--- config.mk ---
export PLATFORM = sky130hd
export DESIGN_NAME = boot_word_assembler
export DESIGN_NICKNAME = d
export VERILOG_FILES = /design/src/rtl/boot_word_assembler.sv
export SDC_FILE = /design/constraint.sdc
export NUM_CORES = 1
export LEC_CHECK = 0
export CAP_MARGIN = 20
export CORE_UTILIZATION = 47
export CTS_BUF_LIST = sky130_fd_sc_hd__clkbuf_4
export DETAILED_ROUTE_END_ITERATION = 10
export GPL_ROUTABILITY_DRIVEN = 0
export PLACE_DENSITY = 0.84
export SLEW_MARGIN = 0
export SYNTH_ARGS = -nofsm -noshare
export SYNTH_HDL_FRONTEND = slang
export SYNTH_SLANG_ARGS = --single-unit
--- constraint.sdc ---
create_clock -name wb_clk -period 3.1 [get_ports wb_clk]
set_input_delay 0.62 -clock wb_clk [delete_from_list [all_inputs] [get_ports wb_clk]]
set_output_delay 0.62 -clock wb_clk [all_outputs]
set_load 0.01 [all_outputs]
--- src/rtl/boot_word_assembler.sv ---
// Merges byte-lane Wishbone writes into 32-bit boot RAM words through a 2-entry word buffer.
// Optional running checksum of written words enabled by defining BOOT_ASM_CHECKSUM_EN.
module boot_word_assembler #(
  parameter int unsigned AWIDTH = 16
) (
  input  logic              wb_clk,
  input  logic              wb_rst_n,
  input  logic              wb_stb,
  input  logic              wb_we,
  input  logic [3:0]        wb_sel,
  input  logic [AWIDTH-1:0] wb_adr,
  input  logic [31:0]       wb_dat,
  input  logic              loader_done,
  output logic              ram_we,
  output logic [AWIDTH-3:0] ram_adr,
  output logic [31:0]       ram_dat,
  input  logic              ram_ready,
  output logic [AWIDTH-2:0] words_written,
  input  logic [31:0]       expected_sum,
  output logic [31:0]       checksum,
  output logic              boot_done,
  output logic              boot_ok,
  output logic              seq_err,
  output logic              overflow
);

  localparam int unsigned WAW  = AWIDTH - 2;
  localparam int unsigned CNTW = AWIDTH - 1;

  typedef enum logic [1:0] {
    ST_LOAD  = 2'd0,
    ST_FLUSH = 2'd1,
    ST_DRAIN = 2'd2,
    ST_DONE  = 2'd3
  } state_t;

  state_t            state_q, state_d;
  logic [WAW-1:0]    cur_wadr_q, cur_wadr_d;
  logic [31:0]       asm_dat_q, asm_dat_d;
  logic [3:0]        asm_vld_q, asm_vld_d;
  // FIFO head lives directly in ram_we/ram_adr/ram_dat; entry 1 is the tail slot
  logic              f1_vld_q, f1_vld_d;
  logic [WAW-1:0]    f1_adr_q, f1_adr_d;
  logic [31:0]       f1_dat_q, f1_dat_d;
  logic              f0_vld_d;
  logic [WAW-1:0]    f0_adr_d;
  logic [31:0]       f0_dat_d;
  logic [CNTW-1:0]   words_d;
  logic [31:0]       sum_d;
  logic              seq_d, ovf_d, done_d, ok_d;

  logic              byte_acc, sel_ok, pop;
  logic [1:0]        lane;
  logic [7:0]        byte_val;
  logic [WAW-1:0]    byte_wadr;
  logic [3:0]        wv;
  logic [31:0]       wd;
  logic [1:0]              push_v;
  logic [1:0][WAW-1:0]     push_adr;
  logic [1:0][31:0]        push_dat;

`ifdef BOOT_ASM_CHECKSUM_EN
  logic unused_lsb;
  assign unused_lsb = ^wb_adr[1:0];
`else
  logic unused_lsb;
  assign unused_lsb = ^{wb_adr[1:0], expected_sum};
`endif

  // Next lane expected in order: lowest lane not yet written.
  function automatic logic [1:0] first_free(input logic [3:0] v);
    if (!v[0]) return 2'd0;
    if (!v[1]) return 2'd1;
    if (!v[2]) return 2'd2;
    return 2'd3;
  endfunction

  always_ff @(posedge wb_clk or negedge wb_rst_n) begin
    if (!wb_rst_n) begin
      state_q       <= ST_LOAD;
      cur_wadr_q    <= '0;
      asm_dat_q     <= '0;
      asm_vld_q     <= '0;
      ram_we        <= 1'b0;
      ram_adr       <= '0;
      ram_dat       <= '0;
      f1_vld_q      <= 1'b0;
      f1_adr_q      <= '0;
      f1_dat_q      <= '0;
      words_written <= '0;
      checksum      <= '0;
      seq_err       <= 1'b0;
      overflow      <= 1'b0;
      boot_done     <= 1'b0;
      boot_ok       <= 1'b0;
    end else begin
      state_q       <= state_d;
      cur_wadr_q    <= cur_wadr_d;
      asm_dat_q     <= asm_dat_d;
      asm_vld_q     <= asm_vld_d;
      ram_we        <= f0_vld_d;
      ram_adr       <= f0_adr_d;
      ram_dat       <= f0_dat_d;
      f1_vld_q      <= f1_vld_d;
      f1_adr_q      <= f1_adr_d;
      f1_dat_q      <= f1_dat_d;
      words_written <= words_d;
      checksum      <= sum_d;
      seq_err       <= seq_d;
      overflow      <= ovf_d;
      boot_done     <= done_d;
      boot_ok       <= ok_d;
    end
  end

  always_comb begin
    state_d    = state_q;
    cur_wadr_d = cur_wadr_q;
    asm_dat_d  = asm_dat_q;
    asm_vld_d  = asm_vld_q;
    f0_vld_d   = ram_we;
    f0_adr_d   = ram_adr;
    f0_dat_d   = ram_dat;
    f1_vld_d   = f1_vld_q;
    f1_adr_d   = f1_adr_q;
    f1_dat_d   = f1_dat_q;
    words_d    = words_written;
    sum_d      = checksum;
    seq_d      = seq_err;
    ovf_d      = overflow;
    push_v     = '0;
    push_adr   = '0;
    push_dat   = '0;
    byte_acc   = wb_stb & wb_we;
    byte_wadr  = wb_adr[AWIDTH-1:2];
    wv         = asm_vld_q;
    wd         = asm_dat_q;
    pop        = ram_we & ram_ready;
    sel_ok     = 1'b1;
    lane       = 2'd0;
    byte_val   = wb_dat[31:24];

    case (wb_sel)
      4'b1000: begin lane = 2'd0; byte_val = wb_dat[31:24]; end
      4'b0100: begin lane = 2'd1; byte_val = wb_dat[23:16]; end
      4'b0010: begin lane = 2'd2; byte_val = wb_dat[15:8];  end
      4'b0001: begin lane = 2'd3; byte_val = wb_dat[7:0];   end
      default: sel_ok = 1'b0;
    endcase

    case (state_q)
      ST_LOAD: begin
        if (byte_acc && !sel_ok) begin
          seq_d = 1'b1;
        end else if (byte_acc) begin
          // Address moved off the open word: emit it zero-filled and restart
          if (wv != 4'd0 && byte_wadr != cur_wadr_q) begin
            push_v[0]   = 1'b1;
            push_adr[0] = cur_wadr_q;
            push_dat[0] = wd;
            seq_d       = 1'b1;
            wv          = '0;
            wd          = '0;
          end
          if (lane != first_free(wv))
            seq_d = 1'b1;
          wv[lane] = 1'b1;
          case (lane)
            2'd0:    wd[31:24] = byte_val;
            2'd1:    wd[23:16] = byte_val;
            2'd2:    wd[15:8]  = byte_val;
            default: wd[7:0]   = byte_val;
          endcase
          cur_wadr_d = byte_wadr;
          if (lane == 2'd3) begin
            push_v[1]   = 1'b1;
            push_adr[1] = byte_wadr;
            push_dat[1] = wd;
            wv          = '0;
            wd          = '0;
          end
          asm_vld_d = wv;
          asm_dat_d = wd;
        end
        if (loader_done)
          state_d = ST_FLUSH;
      end
      ST_FLUSH: begin
        if (byte_acc)
          seq_d = 1'b1;
        if (asm_vld_q != 4'd0) begin
          push_v[0]   = 1'b1;
          push_adr[0] = cur_wadr_q;
          push_dat[0] = asm_dat_q;
          seq_d       = 1'b1;
          asm_vld_d   = '0;
          asm_dat_d   = '0;
        end
        state_d = ST_DRAIN;
      end
      ST_DRAIN: begin
        if (byte_acc)
          seq_d = 1'b1;
        if (!ram_we)
          state_d = ST_DONE;
      end
      default: begin
        if (byte_acc)
          seq_d = 1'b1;
      end
    endcase

    // Pop frees the head before any push lands, so push+pop while full is lossless
    if (pop) begin
      words_d = words_written + CNTW'(1);
`ifdef BOOT_ASM_CHECKSUM_EN
      sum_d   = checksum + ram_dat;
`endif
      f0_vld_d = f1_vld_q;
      f0_adr_d = f1_adr_q;
      f0_dat_d = f1_dat_q;
      f1_vld_d = 1'b0;
    end
    for (int i = 0; i < 2; i++) begin
      if (push_v[i]) begin
        if (!f0_vld_d) begin
          f0_vld_d = 1'b1;
          f0_adr_d = push_adr[i];
          f0_dat_d = push_dat[i];
        end else if (!f1_vld_d) begin
          f1_vld_d = 1'b1;
          f1_adr_d = push_adr[i];
          f1_dat_d = push_dat[i];
        end else begin
          ovf_d = 1'b1;
        end
      end
    end

    done_d = (state_d == ST_DONE);
`ifdef BOOT_ASM_CHECKSUM_EN
    ok_d = done_d & ~seq_d & ~ovf_d & (sum_d == expected_sum);
`else
    ok_d = done_d & ~seq_d & ~ovf_d;
`endif
  end

endmodule

Yosys cells after proc, flatten, opt, wreduce, memory -nomap -nowiden --
Index checks and enable logic that the tools add are counted.
Word-level totals: bits in registers 165, input port bits 90, output and inout port bits 98, word-level logic and storage cells 183
Operators by class: add/sub/neg operators 1, magnitude comparators 2, equality and inequality tests 15, mux-type cells 130, bitwise logic cells 8, reductions and logical operators 12
Operators by type and width (number):
- 32-bit 2-to-1 mux | 23
- 14-bit 2-to-1 mux | 15
- 64-bit 2-to-1 mux | 2
- 8-bit 2-to-1 mux | 16
- 32-bit case mux with 2 select lines | 2
- 28-bit 2-to-1 mux | 2
- 1-bit 2-to-1 mux | 41
- 4-bit 2-to-1 mux | 8
- 14-bit case mux with 2 select lines | 1
- 2-bit 2-to-1 mux | 13
- 8-bit case mux with 3 select lines | 1
- 15-bit by 1-bit adder with 15-bit output (second input constant) | 1
- 14-bit != test | 1
- 2-bit case mux with 3 select lines | 2
- 2-bit == test (second input constant) | 4
- 4-bit case mux with 2 select lines | 1
- 2-bit != test (second input constant) | 3
- 1-bit bitwise AND | 4
- 2-bit by 1-bit == test with 1-bit output (second input constant) | 2
- 4-bit by 1-bit == test with 1-bit output (second input constant) | 1
- 4-bit by 2-bit == test with 1-bit output (second input constant) | 1
- 4-bit by 3-bit == test with 1-bit output (second input constant) | 1
- 4-bit == test (second input constant) | 1
- 2-bit zero test | 2
- 15 further kinds | 20

Depth between registers and ports, before layout --
Gate-level depths: netlist of run 1.
depth after elaboration 34, mapped depth 9, mapped depth without buffers 6

Least setup slack after synthesis of run 1 --
No wires, ideal clock.
path kind input to register, start input wb_adr[9], end register f1_dat_q[20], library setup time 0.122 ns, arrival time 2.447 ns, required time 2.978 ns, path slack 0.531 ns, cell stages on the path 8, buffers on the path 2, cell sequence xor2_1 -> nor4_2 -> a21oi_1 -> a2111o_1 -> or2_1 -> buf_6 -> buf_2 -> a32o_1
On the way: word-level cells in the longest chain between the ends 17, elaborated cells on any way between the ends 28, those cells by class eq/ne (1); mux (26); reduce/logical (1)
RTL lines:
- from (decl) | line 11 | input logic [AWIDTH-1:0] wb_adr,
- 14-bit != test * | line 157 | if (wv != 4'd0 && byte_wadr != cur_wadr_q) begin
- 1-bit logical AND * | line 157
- 32-bit 2-to-1 mux | line 157
- 32-bit 2-to-1 mux | line 155 | end else if (byte_acc) begin
- 32-bit 2-to-1 mux | line 153 | if (byte_acc && !sel_ok) begin
- 32-bit 2-to-1 mux | line 151 | case (state_q)
- 8-bit 2-to-1 mux | line 168 | case (lane)
- 8-bit 2-to-1 mux | line 155
- [... 2 more ...]
- 32-bit 2-to-1 mux | line 175 | if (lane == 2'd3) begin
- 64-bit 2-to-1 mux | line 155
- 64-bit 2-to-1 mux | line 153
- 32-bit 2-to-1 mux | line 151
- 32-bit 2-to-1 mux | line 230 | end else if (!f1_vld_d) begin
- 32-bit 2-to-1 mux | line 226 | if (!f0_vld_d) begin
- 32-bit 2-to-1 mux * | line 225 | if (push_v[i]) begin
- named net f1_dat_d[20] | line 44 | logic [31:0] f1_dat_q, f1_dat_d;
- to (signal assigned) | line 106 | f1_dat_q <= f1_dat_d;
- to (decl) | line 44
The timed path passes the listed nets; every way through them passes the cells marked *. The select of a mux whose other input is x is not followed. A chain may end at the register's enable or synchronous reset.

Final worst setup path of run 1 --
start input wb_adr[9], end register f1_dat_q[15]
Same word-level chain as after synthesis.

==> metrics.yaml, run 1 <==
run_status:
  status: "complete, no violations"
clock_network:
  clock_sinks: 165
  cts_tree: "built"
  clk_pin_slew_ps: 130
  cts_inserted_buffers: 17
  clk_latency_ps: 570
  hold_buffers: 1
  cts-root-buf: "clkbuf_4"
  ctsResizeCount: 0
  ctsHtreeMaxLevel: 4
  post_cts_buffers: 0
  clk_path_buf_depth: 2
synth:
  avgSynthCellArea_sq_um: 10.44
  synthTopCellsByArea: "dfrtp_1 (51%), mux2i_1 (5.9%), nand2_1 (4.9%)"
  syn_area_sq_mm: 0.008168
  ys_dominant_reg_cell: "dfrtp_1"
  yosysUniqueCellTypes: 56
  yosysWarnings: 0
  synth-async-reset-ratio: 1.000
  synth_cells: 782
  synth_top_area_share: 0.5055
  seq_area_frac_synth: 0.5055
  synth-edff-count: 0
  yosys.area.top_type: "dfrtp_1"
  ys_seq_elements: 165
timing:
  finalHoldWorstSlack_ps: 481.5
  fin_crit_ps: 2966
  tightestPinTransition_ps: 1098
  fmax_ghz: 0.3371
  finalSetupTns_ps: 0
  maxSlewViolCount: 0
  post-route-period-util: 0.9568
  timing.slew.headroom: 0.2653
  hold_viol: 0
  clock_skew_ps: 22.11
  rsz0062_at_grt: "false"
  setup_violations: 0
setup_path:
  timing.rr.start: "cur_wadr_q[13]"
  critical_path_required_ps: 3600
  path_max_fanout: 16
  cp_num_buf_inv: 1
  worstReg2RegEnd: "f1_dat_q[15]"
  critPathKind: "primary input to flop"
  path_delay_family: "compound AO/OA/AOI/OAI gates"
  reg2reg_slack_ps: 280
  crit_path_start_kind: "primary input"
  cp.arrival_ps: 3470
  slowest_delay_ps: 890
  reg2regPathDepth: 6
  crit_slowest_cell: "o41ai_4"
  crit_chain: "clkdlybuf4s50_1, xor2_1, nor4_2, a21oi_1, a2111o_1, o41ai_4, a32o_1"
  crit_path_end_kind: "flop"
floorplan:
  placementRows: 47
  fp.dieW_um: 133.8
  io_pins: 188
  die_h_um: 133.8
  core-area_sq_mm: 0.01676
  die_area_sq_mm: 0.01791
  start_util: 0.4873
placed_design:
  hpwl_mm: 14.24
  io_buffers: 121
job:
  max_cap_violations: 0
grt:
  gr-total-overflow: 0
  grt_usage: 0.2484
  grt_pass1_wl_mm: 34.51
  grt_antenna_before_repair: 1
  grt_max_degree: 60
  grt_pass1_vias: 6769
final_layout:
  final_layout_size_suffix_gt1_frac: 0.1314
  final_core_util: 0.6122
  final_common_cell: "dfrtp_1"
  area_delta_synth_final_pct: 25.61
  num-nets-final: 1022
  layout_common_cells: "dfrtp_1 (165), clkdlybuf4s50_1 (120), nand2_1 (106)"
  fillers: 1400
  multi_input_area_sq_mm: 0.003729
  final-seq-area_sq_mm: 0.004129
power_and_ir_drop:
  power-per-cell-area_mw_per_mm2: 494.0
  ir_worst_vdd_uv: 223.9
  p_leak_uw: 0.005057
route:
  routedWlPerCell_um: 18.23
  dr.pass1.iters: 5
  drtAntennaViolNets: 0
  vias: 6583
  vias_per_cell: 5.651
  first_iter_violations: 600
  drt_wl_total_mm: 21.24
  drc: 0
min_path:
  whs_path_depth: 1
  holdPathEnd: "words_written[14]"
  hp-class: "flop to flop"
  worstHoldStart: "words_written[14]"
-- metrics by stage --
stage / setup slack (ps) / std cells / total power, uW / area [sq um]
2_1_floorplan: 531.3 / 813 / 3004 / 8284
3_3_place_gp: -370.6 / 1130 / 3582 / 9889
3_5_place_dp: -395.1 / 1130 / 3608 / 9889
4_1_cts: 222.3 / 1163 / 5097 / 10250
5_1_grt: 6.965 / 1165 / 5291 / 10260
6_report: 133.8 / 1165 / 5069 / 10260
-- cells in the mapped netlist (2+ instances only) --
library cell	instances
a21o_1	3
buf_4	32
a31oi_1	3
inv_1	5
a21oi_1	42
xnor2_1	12
nand4_1	5
o32ai_2	2
mux2_2	15
a211oi_1	30
nand2b_1	5
buf_1	2
a31o_2	2
a22oi_1	15
nand3_1	3
buf_6	2
mux2_1	14
clkbuf_1	32
nor2_1	20
o22ai_1	17
a22o_1	9
dfrtp_1	165
mux2i_1	48
buf_2	11
nor4_2	4
nor3_1	3
o21ai_0	50
xor2_1	19
and2_1	34
a32o_1	16
and3_1	5
nand2_1	107
a21boi_0	2
nor2b_1	11
o21ai_1	15
or2_2	2
-- logic make-up after synthesis --
logic type / after synthesis / share of synthesized area
compound gates: 212 / 0.1728
xor+xnor: 31 / 0.03324
fa+ha+maj: 2 / 0.002757
buf+inv: 84 / 0.05683
flops: 165 / 0.5055
mux: 77 / 0.09880
other cells: 1 / 0.0004591
simple gates: 210 / 0.1296
-- sequential cells by signal, summed over array words and instances (netlist names) --
signal	flops
asm_dat_q	32
overflow	1
cur_wadr_q	14
ram_we	1
ram_dat	32
boot_ok	1
f1_dat_q	32
state_q	2
ram_adr	14
seq_err	1
f1_adr_q	14
boot_done	1
f1_vld_q	1
words_written	15
asm_vld_q	4
-- worst reg2reg max path, delay by kind of cell, from the launching register on --
family          cells  cell delay [ps]
xor+xnor            1              180
flops               1              440
simple gates        1              460
compound gates      4             1670
-- cell type report --
type | instances | area share
Antenna cell | 1 | 0.0002439
Clock buffer | 19 | 0.01390
Clock inverter | 13 | 0.01988
Inverter | 5 | 0.001829
Multi-Input combinational cell | 564 | 0.3634
Sequential cell | 165 | 0.4024
Tap cell | 220 | 0.02683
Timing Repair Buffer | 178 | 0.1715
-- worst max-delay path by stage --
stage	from	to	slack (ps)	depth (start not counted)
6_report	wb_adr[9]	f1_dat_q[15]	130	7
3_3_place_gp	wb_adr[5]	f1_dat_q[22]	-370	7
4_1_cts	wb_adr[9]	f1_dat_q[9]	220	7
2_1_floorplan	wb_adr[9]	f1_dat_q[20]	530	8
3_5_place_dp	wb_adr[9]	f1_dat_q[15]	-400	7
5_1_grt	wb_adr[9]	f1_dat_q[9]	7	7
-- routing by layer --
layer	GRT usage	vias up	share of wire
met1	0.3281	3258	0.43
met3	0.05404	31	0.070
met5	0	-	0
met2	0.3964	250	0.49
met4	0.1035	0	0.019
li1	-	3044	-
-- power breakdown --
part           internal [uW]  switching (uW)  leakage (uW)  total, uW
Clock                    737             761      0.000178       1500
Combinational            600             475       0.00264       1070
Sequential              2350             146       0.00223       2500
Total                   3690            1380       0.00506       5070
Power figures use the tool's default switching activity.
==> inputs of run 2 (changes only) <==
CORE_UTILIZATION = 45   (was 47)
PLACE_DENSITY = 0.71   (was 0.84)
clock period = 3.22 ns   (was 3.1 ns; I/O delays follow)
==> run 2 against run 1 <==
Die area is 4.4% higher. Clock power is 22% lower. Utilization is 3.6 points lower. Register-to-register slack better by 120 ps. Worst setup slack better by 100 ps. Non-clock buffer count is 8 lower. Power is 9.2% lower.
==> metrics.yaml, run 2 (synthesized netlist as in run 1, its figures left out) <==
clock_network:
  ctsHtreeMaxLevel: 4
  cts-root-buf: "clkbuf_4"
  hold_buffers: 0
  cts_inserted_buffers: 17
  ctsResizeCount: 0
  clk_latency_ps: 570
  clk_path_buf_depth: 2
  cts_tree: "built"
  clock_sinks: 165
  post_cts_buffers: 0
  clk_pin_slew_ps: 130
setup_path:
  path_delay_family: "compound AO/OA/AOI/OAI gates"
  crit_slowest_cell: "o41ai_4"
  critPathKind: "primary input to flop"
  crit_chain: "clkdlybuf4s50_1, xor2_1, nor4_2, a21oi_1, a2111o_1, o41ai_4, a32o_1"
  crit_path_start_kind: "primary input"
  critical_path_required_ps: 3730
  cp.arrival_ps: 3490
  slowest_delay_ps: 880
  path_max_fanout: 16
  cp_num_buf_inv: 1
  crit_path_end_kind: "flop"
timing:
  fin_crit_ps: 2985
  rsz0062_at_grt: "false"
  fin_ws_ps: 234.5
  maxSlewViolCount: 0
  setup_violations: 0
  timing.slew.headroom: 0.2721
  tightestPinTransition_ps: 1088
  post-route-period-util: 0.9272
  fmax_ghz: 0.3350
  hold_viol: 0
  clock_skew_ps: 17.94
route:
  vias_per_cell: 5.541
  dr.pass1.iters: 5
  vias: 6427
  routedWlPerCell_um: 18.02
  first_iter_violations: 501
  drc: 0
  drt_wl_total_mm: 20.90
  drtAntennaViolNets: 0
grt:
  grt_usage: 0.2331
  gr-total-overflow: 0
  grt_antenna_before_repair: 0
  grt_max_degree: 70
  grt_pass1_vias: 6168
  grt_pass1_wl_mm: 33.01
final_layout:
  final_common_cell: "dfrtp_1"
  num-nets-final: 1014
  layout_common_cells: "dfrtp_1 (165), clkdlybuf4s50_1 (120), nand2_1 (106)"
  final_layout_size_suffix_gt1_frac: 0.1209
  largestRegisters: "asm_dat_q x32, f1_dat_q x32, ram_dat x32"
  postLayoutCellArea_sq_mm: 0.01011
  area_delta_synth_final_pct: 23.73
  diodes: 0
min_path:
  hp-class: "primary input to asynchronous set/reset pin"
floorplan:
  core-area_sq_mm: 0.01754
  start_util: 0.4658
  placementRows: 48
  fp.dieW_um: 136.7
  die_area_sq_mm: 0.01869
  die_h_um: 136.7
  io_pins: 188
placed_design:
  place_ws_ps: -293.7
  io_buffers: 121
  hpwl_mm: 13.62
  placed_area_sq_mm: 0.009851
job:
  max_cap_violations: 0
run_status:
  status: "complete, no violations"
power_and_ir_drop:
  power-per-cell-area_mw_per_mm2: 455.3
  p_leak_uw: 0.004974
  ir_worst_vdd_uv: 228.6
run 2: routing by layer:
metal	GRT usage	part of all wire
met4	0.07407	0.015
met3	0.04926	0.062
met2	0.3590	0.46
met5	0	0
met1	0.3277	0.46
run 2: where the power goes:
part           total (uW)  internal [uW]  switching [uW]
Sequential           2400           2260             141
Clock                1170            460             715
Combinational        1020            576             446
Total                4600           3300            1300
run 2: area by class of cell:
cell class / instances / area, sq um
tap: 225 / 281.5
fill: 1513 / 7431
sequential: 165 / 4129
clock inverter: 12 / 112.6
multi-input combinational: 564 / 3729
timing repair buffer: 170 / 1693
clock buffer: 19 / 142.6
inverter: 5 / 18.77
run 2: worst paths after layout:
kind	start	endpoint	slack [ps]	depth (start not counted)
worst max-delay path	wb_adr[5]	f1_dat_q[20]	230	7
worst min-delay path	wb_rst_n	ram_adr[5]	60	1
worst max register to register	cur_wadr_q[13]	f1_dat_q[20]	400	6
worst min register to register	words_written[14]	words_written[14]	480	1
max in group asynchronous	wb_rst_n	f1_dat_q[9]	2450	2
min in group wb_clk	words_written[14]	words_written[14]	480	1
run 2: worst reg2reg max path, stage by stage, from the launching register on:
cell and delay (ps):
dfrtp_1 440, xor2_1 190, nor4_2 460, a31oi_1 150
a2111o_1 420, o41ai_4 880, a32o_1 230
run 2: stage by stage:
step	total power [uW]	setup TNS [ps]	hold slack (ps)	instances	utilization
after floorplan	2892	0	348.4	813	-
after global routing	4840	0	67.33	1160	0.5763
after detailed placement	3467	-8853	461.0	1129	0.5617
after global placement	3453	-9690	463.6	1129	0.5617
final	4601	0	60.60	1160	0.5763
after CTS	4647	0	53.59	1160	0.5763
==> inputs of run 3 (changes only) <==
==> constraint.sdc (replaced) <==
create_clock -name wb_clk -period 3.22 [get_ports wb_clk]
set_input_delay 0.483 -clock wb_clk [delete_from_list [all_inputs] [get_ports wb_clk]]
set_output_delay 0.483 -clock wb_clk [all_outputs]
set_load 0.01 [all_outputs]
==> run 3 against run 2 <==
Sequential power about the same. Register-to-register slack improved by 100 ps. Non-clock buffer count decreased by 10. Flip-flop and latch count unchanged. Power fell by 1.4%. Clock-buffer cell count is the same. Utilization is 0.46 points lower. Routed wire length increased by 0.78%. Critical path type is now flop to flop. Largest power group unchanged.
==> metrics.yaml, run 3 (synthesized netlist as in run 1, its figures left out) <==
min_path:
  hp-class: "primary input to asynchronous set/reset pin"
power_and_ir_drop:
  ir_worst_vdd_uv: 256.1
  power-per-cell-area_mw_per_mm2: 452.4
  p_leak_uw: 0.004918
  power.total_uw: 4536
floorplan:
  die_h_um: 136.7
  placementRows: 48
  start_util: 0.4658
  die_area_sq_mm: 0.01869
  fp.dieW_um: 136.7
  io_pins: 188
  core-area_sq_mm: 0.01754
setup_path:
  startpoint: "asm_vld_q[0]"
  cp.arrival_ps: 3170
  crit_slowest_cell: "nor4_1"
  reg2reg_slack_ps: 500
  path_max_fanout: 15
  cpMostUsedCell: "mux2i_1"
  critical_path_required_ps: 3670
  crit_path_end_kind: "flop"
  slowest_delay_ps: 590
  path_delay_family: "simple AND/OR/NAND/NOR gates"
  worstReg2RegEnd: "f1_dat_q[31]"
  cp_num_buf_inv: 2
  cp.depth: 8
  crit_chain: "nor4_1, nor2_1, and2_1, a31oi_4, buf_12, buf_4, mux2i_1, mux2i_1"
  crit_end: "f1_dat_q[31]"
  critPathKind: "flop to flop"
  timing.rr.start: "asm_vld_q[0]"
  reg2regPathDepth: 8
  crit_path_start_kind: "flop"
timing:
  tightestPinTransition_ps: 770.4
  clock_skew_ps: 21.93
  hold_viol: 0
  setup_violations: 0
  timing.slew.headroom: 0.4845
  maxSlewViolCount: 0
  finalHoldWorstSlack_ps: 425.3
  fmax_ghz: 0.3676
  fin_crit_ps: 2720
  post-route-period-util: 0.8448
  rsz0062_at_grt: "false"
  finalSetupTns_ps: 0
route:
  first_iter_violations: 401
  vias_per_cell: 5.604
  drtAntennaViolNets: 0
  drt_wl_total_mm: 21.06
  dr.pass1.iters: 7
  vias: 6456
  drc: 0
  routedWlPerCell_um: 18.28
grt:
  gr-total-overflow: 0
  grt_max_degree: 61
  grt_pass1_vias: 6216
  grt_pass1_wl_mm: 33.31
  grt_antenna_before_repair: 1
  grt_usage: 0.2356
final_layout:
  final_common_cell: "dfrtp_1"
  final_layout_size_suffix_gt1_frac: 0.1145
  num-nets-final: 1004
  final_core_util: 0.5717
  largestRegisters: "asm_dat_q x32, f1_dat_q x32, ram_dat x32"
  postLayoutCellArea_sq_mm: 0.01003
  area_delta_synth_final_pct: 22.75
  layout_common_cells: "dfrtp_1 (165), clkdlybuf4s50_1 (120), nand2_1 (106)"
placed_design:
  placed_area_sq_mm: 0.009748
  io_buffers: 121
  hpwl_mm: 13.62
clock_network:
  clk_path_buf_depth: 2
  cts-root-buf: "clkbuf_4"
  post_cts_buffers: 0
  clk_latency_ps: 570
  cts_inserted_buffers: 17
  ctsHtreeMaxLevel: 4
  clk_pin_slew_ps: 140
  clock_sinks: 165
  cts_tree: "built"
job:
  max_cap_violations: 0
run_status:
  status: "complete, no violations"
## run 3: changes by cell type in the layout (fill, tap and decap cells not counted)
cell           previous run  this run
dlygate4sd3_1             0         1
clkinv_1                  5         2
buf_12                    9         8
buf_4                    40        29
clkinv_2                  2         3
clkbuf_8                  0         1
bufinv_16                 2         1
clkinv_4                  0         2
diode_2                   0         1
clkinvlp_4                2         4
## run 3: cell type report
cell class / instances / area [sq um]
sequential: 165 / 4129
clock buffer: 19 / 142.6
multi-input combinational: 564 / 3729
antenna: 1 / 2.502
clock inverter: 13 / 108.9
timing repair buffer: 160 / 1614
inverter: 5 / 18.77
tap: 225 / 281.5
fill: 1565 / 7511
## run 3: worst min path at each step
stage | to | slack, ps | depth (start not counted)
4_1_cts | ram_adr[13] | 390 | 2
3_5_place_dp | ram_adr[13] | 460 | 1
5_1_grt | ram_adr[13] | 440 | 2
6_report | f1_adr_q[3] | 430 | 2
3_3_place_gp | f1_adr_q[13] | 460 | 1
2_1_floorplan | asm_dat_q[0] | 190 | 0
## run 3: power breakdown
| part | switching [uW] | internal [uW] | total (uW) |
|---|---|---|---|
| combinational | 442 | 564 | 1010 |
| sequential | 138 | 2260 | 2400 |
| clock | 736 | 394 | 1130 |
| total | 1320 | 3220 | 4540 |
## run 3: metrics by stage
step | cells | worst slack (ps)
6_report | 1152 | 499.6
5_1_grt | 1152 | 369.3
4_1_cts | 1150 | 494.1
3_5_place_dp | 1117 | 38.15
3_3_place_gp | 1117 | 78.35
2_1_floorplan | 813 | 788.3
## run 3: timing repair
item | in CTS | in global routing
hold buffers | 1 | 0
hold endpoints to repair | 48 | 0
gates resized for setup | 0 | 0
## run 3: layer usage
metal | vias up | part of all wire | GRT usage
met2 | 215 | 0.47 | 0.3723
met3 | 20 | 0.061 | 0.04037
met5 | - | 0 | 0
met4 | 0 | 0.011 | 0.06420
li1 | 2998 | - | -
met1 | 3223 | 0.46 | 0.3332
